===== src/rtl/ysyx_23060184_lsu.sv =====
// ---------------------------------------------------------------------------
// ysyx_23060184_lsu
//
// Load/store unit between the execute stage and data memory. It accepts one
// operation at a time from execute (in_valid/in_ready). It then runs a single
// request/response exchange with data memory (req_*/resp_*). Finally it hands
// the formatted load value, or a plain completion, to writeback
// (out_valid/out_ready).
//
// Ports
//   clk, rstn                 clock, asynchronous active-low reset
//   in_valid / in_ready       execute-side handshake (ready only in IDLE)
//   MemRead, MemWrite         operation kind (00 = non-memory, 1x/x1 store wins)
//   funct3                    access size / signedness
//   ALUResult                 byte address
//   RD2                       store data
//   req_valid / req_ready     memory request handshake
//   req_addr                  word-aligned address
//   req_wen                   1 = write
//   req_wdata, req_wmask      lane-replicated store data and byte enables
//   resp_valid / resp_ready   memory response handshake
//   resp_rdata, resp_err      raw read word and access fault
//   out_valid / out_ready     writeback handshake
//   ReadData                  formatted load result (0 for stores/non-memory)
//   out_err                   bus error or misalignment fault
//
// Optional feature macro: LSU_MISALIGN_CHECK_EN
//   When defined, misaligned halfword/word accesses complete immediately
//   with out_err=1 and never reach memory. When undefined, every memory op
//   issues a request. Misaligned accesses then use the truncated lane mask.
// ---------------------------------------------------------------------------
module ysyx_23060184_lsu #(
    parameter int DATA_WIDTH = 32
) (
    input  logic                  clk,
    input  logic                  rstn,
    input  logic                  in_valid,
    output logic                  in_ready,
    input  logic                  MemRead,
    input  logic                  MemWrite,
    input  logic [2:0]            funct3,
    input  logic [DATA_WIDTH-1:0] ALUResult,
    input  logic [DATA_WIDTH-1:0] RD2,
    output logic                  req_valid,
    input  logic                  req_ready,
    output logic [DATA_WIDTH-1:0] req_addr,
    output logic                  req_wen,
    output logic [DATA_WIDTH-1:0] req_wdata,
    output logic [3:0]            req_wmask,
    input  logic                  resp_valid,
    output logic                  resp_ready,
    input  logic [DATA_WIDTH-1:0] resp_rdata,
    input  logic                  resp_err,
    output logic                  out_valid,
    input  logic                  out_ready,
    output logic [DATA_WIDTH-1:0] ReadData,
    output logic                  out_err
);

    typedef enum logic [1:0] {
        IDLE = 2'd0,
        REQ  = 2'd1,
        RESP = 2'd2,
        DONE = 2'd3
    } state_t;

    state_t     state;
    logic       is_store;
    logic [2:0] f3_q;
    logic [1:0] off_q;

    // Shift the addressed byte lane down to bit 0, then size/sign-extend.
    function automatic logic [DATA_WIDTH-1:0] load_format(
        input logic [DATA_WIDTH-1:0] rdata,
        input logic [2:0]            f3,
        input logic [1:0]            off
    );
        logic [DATA_WIDTH-1:0] sh;
        sh = rdata >> {off, 3'b000};
        case (f3)
            3'b000:  load_format = {{(DATA_WIDTH-8){sh[7]}}, sh[7:0]};
            3'b001:  load_format = {{(DATA_WIDTH-16){sh[15]}}, sh[15:0]};
            3'b100:  load_format = {{(DATA_WIDTH-8){1'b0}}, sh[7:0]};
            3'b101:  load_format = {{(DATA_WIDTH-16){1'b0}}, sh[15:0]};
            default: load_format = sh;
        endcase
    endfunction

    // Replicate narrow store data across all lanes so the mask alone selects
    // which bytes memory writes.
    function automatic logic [DATA_WIDTH-1:0] store_wdata(
        input logic [DATA_WIDTH-1:0] rd2,
        input logic [2:0]            f3
    );
        case (f3)
            3'b000:  store_wdata = {4{rd2[7:0]}};
            3'b001:  store_wdata = {2{rd2[15:0]}};
            default: store_wdata = rd2;
        endcase
    endfunction

    // Shifting inside a 4-bit variable drops lanes past byte 3 for misaligned
    // halfwords.
    function automatic logic [3:0] store_wmask(
        input logic [2:0] f3,
        input logic [1:0] off
    );
        logic [3:0] m;
        case (f3)
            3'b000:  m = 4'b0001 << off;
            3'b001:  m = 4'b0011 << off;
            default: m = 4'b1111;
        endcase
        store_wmask = m;
    endfunction

`ifdef LSU_MISALIGN_CHECK_EN
    // Halfword needs addr[0]=0; anything not byte/halfword is a word access.
    function automatic logic misaligned(
        input logic       store,
        input logic [2:0] f3,
        input logic [1:0] off
    );
        logic half, byte_acc;
        byte_acc = store ? (f3 == 3'b000) : (f3 == 3'b000 || f3 == 3'b100);
        half     = store ? (f3 == 3'b001) : (f3 == 3'b001 || f3 == 3'b101);
        if (byte_acc)  misaligned = 1'b0;
        else if (half) misaligned = off[0];
        else           misaligned = (off != 2'b00);
    endfunction
`endif

    // Handshake outputs are pure state decodes, so no input reaches them
    // combinationally.
    assign in_ready   = (state == IDLE);
    assign req_valid  = (state == REQ);
    assign resp_ready = (state == RESP);
    assign out_valid  = (state == DONE);

    always_ff @(posedge clk or negedge rstn) begin
        if (!rstn) begin
            state     <= IDLE;
            is_store  <= 1'b0;
            f3_q      <= 3'b000;
            off_q     <= 2'b00;
            req_addr  <= '0;
            req_wen   <= 1'b0;
            req_wdata <= '0;
            req_wmask <= 4'b0000;
            ReadData  <= '0;
            out_err   <= 1'b0;
        end else begin
            case (state)
                // Accept: capture the whole operation and precompute the
                // request so it is held stable throughout REQ.
                IDLE: begin
                    if (in_valid) begin
                        is_store  <= MemWrite;
                        f3_q      <= funct3;
                        off_q     <= ALUResult[1:0];
                        req_addr  <= {ALUResult[DATA_WIDTH-1:2], 2'b00};
                        req_wen   <= MemWrite;
                        req_wdata <= MemWrite ? store_wdata(RD2, funct3) : '0;
                        req_wmask <= MemWrite ? store_wmask(funct3, ALUResult[1:0]) : 4'b0000;
                        ReadData  <= '0;
                        out_err   <= 1'b0;
                        if (!(MemRead || MemWrite)) begin
                            state <= DONE;
`ifdef LSU_MISALIGN_CHECK_EN
                        end else if (misaligned(MemWrite, funct3, ALUResult[1:0])) begin
                            out_err <= 1'b1;
                            state   <= DONE;
`endif
                        end else begin
                            state <= REQ;
                        end
                    end
                end
                // Request: wait for memory to accept; responses are ignored here.
                REQ: begin
                    if (req_ready) state <= RESP;
                end
                // Response: format the load (stores report zero) and latch the fault.
                RESP: begin
                    if (resp_valid) begin
                        ReadData <= is_store ? '0 : load_format(resp_rdata, f3_q, off_q);
                        out_err  <= resp_err;
                        state    <= DONE;
                    end
                end
                // Done: hold the result until writeback takes it.
                DONE: begin
                    if (out_ready) state <= IDLE;
                end
                default: state <= IDLE;
            endcase
        end
    end

endmodule


===== config.mk =====
export PLATFORM = sky130hd
export DESIGN_NAME = ysyx_23060184_lsu
export DESIGN_NICKNAME = d
export VERILOG_FILES = /design/src/rtl/ysyx_23060184_lsu.sv
export SDC_FILE = /design/constraint.sdc
export NUM_CORES = 1
export LEC_CHECK = 0
export ABC_AREA = 0
export CAP_MARGIN = 0
export CORE_MARGIN = 2
export CORE_UTILIZATION = 46
export CTS_CLUSTER_DIAMETER = 50
export CTS_CLUSTER_SIZE = 40
export DETAILED_ROUTE_END_ITERATION = 8
export HOLD_SLACK_MARGIN = 0.12
export PLACE_DENSITY = 0.86
export SLEW_MARGIN = 30
export SYNTH_ARGS = -nofsm -noshare
export SYNTH_HDL_FRONTEND = slang
export SYNTH_SLANG_ARGS = --single-unit

===== constraint.sdc =====
create_clock -name clk -period 4.8 [get_ports clk]
set_clock_uncertainty 0.05 [all_clocks]
set_input_delay 0.48 -clock clk [delete_from_list [all_inputs] [get_ports clk]]
set_output_delay 0.48 -clock clk [all_outputs]
set_load 0.02 [all_outputs]

==> results.yml <==
outcome:
  status: "completed"
placement:
  dpl_cell_area_um2: 7114
  place_congestion: 0.8483
  dp_hpwl_um: 10050
  io_buffers: 211
worst_setup_path:
  criticalPathCategory: "reg -> reg"
  arrival_ps: 3000
  end_kind: "flip-flop"
  reg2reg_slack_ps: 2050
  required_ps: 5060
  cp_max_fo: 19
  startpoint_type: "flip-flop"
cts:
  numCtsBuffers: 9
  cts_sinks: 107
  clk_pin_slew_ps: 90
  cts_root_buf: "clkbuf_8"
  cts_hold_buffers: 0
  h-tree-depth: 3
  ctsResizeCount: 0
  cts_setup_buffers: 0
  clockBufferDepth: 2
  clock_latency_ps: 370
  cts_tree: "built"
drt:
  via_count: 4078
  avgViaCountPerCell: 5.380
  postRouteAntennaNets: 0
  wl_per_cell_um: 17.85
  drc: 0
  first_pass_iters: 4
  drtIter0Drc: 114
  wl_um: 13530
die:
  num_io_pins: 214
  start_util: 0.4757
  dieHeight_um: 107.3
  coreArea_um2: 10320
  die_w_um: 107.3
  fp-row-count: 37
  die_area_um2: 11520
synth:
  synth_edf_count: 0
  synth_cell_types: 38
  yosysSeqAreaShare: 0.5452
  post-synth-top-count-cell: "dfrtp_1"
  avgSynthCellArea_um2: 11.75
  yosys.area.top_type: "dfrtp_1"
  ys_warn_count: 0
  async_flop_share: 1.000
  ys_ff_latch: 107
  netlist_instances: 418
  netlist_top_cells_count: "107 x dfrtp_1, 44 x nand2_1, 42 x mux2_2, 38 x o21ai_0, 35 x mux2i_1"
  synthTopCellsByArea: "dfrtp_1 55%, mux2_2 9.6%, mux2i_1 7.1%, o21ai_0 3.9%, a221o_1 3.5%"
  synth_ff_type: "dfrtp_1"
  synth_top_area_frac: 0.5452
  synthesis.area_um2: 4911
finish:
  stdcell_area_um2: 7330
  finalNetCount: 730
  insertedDiodeCount: 0
  layout-drive-gt1-share: 0.1238
  area_growth_pct: 49.25
timing:
  min_period_ps: 2746
  fin_setup_tns_ps: 0
  rsz0062_at_grt: "no"
  slew_viol_final: 0
  slew_headroom: 0.4144
  setup-violations-final: 0
  final-hold-violation-count: 0
  fin_crit_sh: 0.5722
  worstMarginPinSlew_ps: 878.3
  fmax_mhz: 364.1
power_and_ir_drop:
  max-vdd-ir-drop_mv: 0.2972
  p_leak_nw: 3.175
  power.density_nw_per_um2: 635.8
worst_hold_path:
  min_path_type: "in -> async"
grt:
  grt_pass1_wl_um: 21590
  grt_pass1_vias: 4249
  grt_usage: 0.2408
  grt_max_degree: 67
  overflow: 0
  antenna_found_initial: 0
run:
  drv_cap: 0
[path summary, 6_finish.rpt]
kind / startpoint / to / cells past startpoint
setup / recovery: state[0] / ReadData[30] / 6
hold / removal: rstn / req_addr[28] / 1
setup reg to reg: state[0] / ReadData[30] / 6
hold reg to reg: req_wdata[26] / req_wdata[26] / 2
max in group asynchronous: rstn / ReadData[4] / 2
min in group clk: req_wdata[26] / req_wdata[26] / 2
[metrics by stage]
step	setup WS [ps]	util	hold slack (ps)	cells	power, mW
5_1_grt	1826	0.7100	214.3	758	4.927
4_1_cts	2061	0.7099	175.5	758	4.690
6_report	2054	0.7100	152.1	758	4.660
2_1_floorplan	2749	-	134.4	419	2.946
3_3_place_gp	1940	0.6886	401.9	742	4.013
3_5_place_dp	1781	0.6891	408.8	742	4.098
[cell usage in the layout (no fill, tap or decap), types with 3 or more instances in the layout]
cell	instances
buf_4	6
inv_1	8
ha_1	5
clkbuf_8	12
clkdlybuf4s50_1	210
mux2i_1	35
a22o_1	12
dfrtp_1	106
a221o_1	17
o2bb2ai_1	14
nor2_1	12
mux2_2	42
o21ai_0	38
nand3b_1	7
nand2_1	43
a21oi_1	23
and3_1	3
[flip-flops by register name (all words and copies together), names as in the netlist]
name and count:
req_wmask 4, f3_q 3, req_wdata 32, out_err 1
off_q 2, ReadData 32, req_addr 30, state 2
is_store 1
[metal layers]
layer / track usage / up-vias / part of all wire
met5: 0 / - / 0
met4: 0.09184 / 0 / 0.020
met3: 0.05569 / 16 / 0.078
met2: 0.4037 / 173 / 0.50
met1: 0.3033 / 1976 / 0.40
li1: - / 1913 / -
[cell families (layout without fill, tap and decap cells)]
group,after synthesis,in the layout,synth area share
AND/OR/NAND/NOR,78,78,0.07567
adder cells (fa/ha/maj),5,5,0.01274
buffers and inverters,37,240,0.03286
other,1,2,0.0007636
AO/OA/AOI/OAI,112,112,0.1605
flip-flops,107,107,0.5452
multiplexers,78,78,0.1722
[critical path: stages (launching register included)]
cell       delay [ps]
dfrtp_1           400
inv_1             100
ha_1              320
nand2b_1          180
nand4b_2          480
a2111oi_4         940
a221o_1           220
[power by group]
part	total, mW	internal (mW)	switching (mW)	leakage (nW)
Sequential	1.59	1.31	0.284	1.37
Combinational	2.48	1.24	1.24	1.70
Clock	0.588	0.284	0.303	0.102
Total	4.66	2.83	1.83	3.18
[final cells by class]
class,instances,area (µm²)
Tap cell,136,170.2
Clock buffer,13,168.9
Fill cell,754,2994
Inverter,8,30.03
Clock inverter,3,45.04
Multi-Input combinational cell,275,2090
Sequential cell,107,2679
Timing Repair Buffer,216,2147
(Power assumes the default switching activity.)
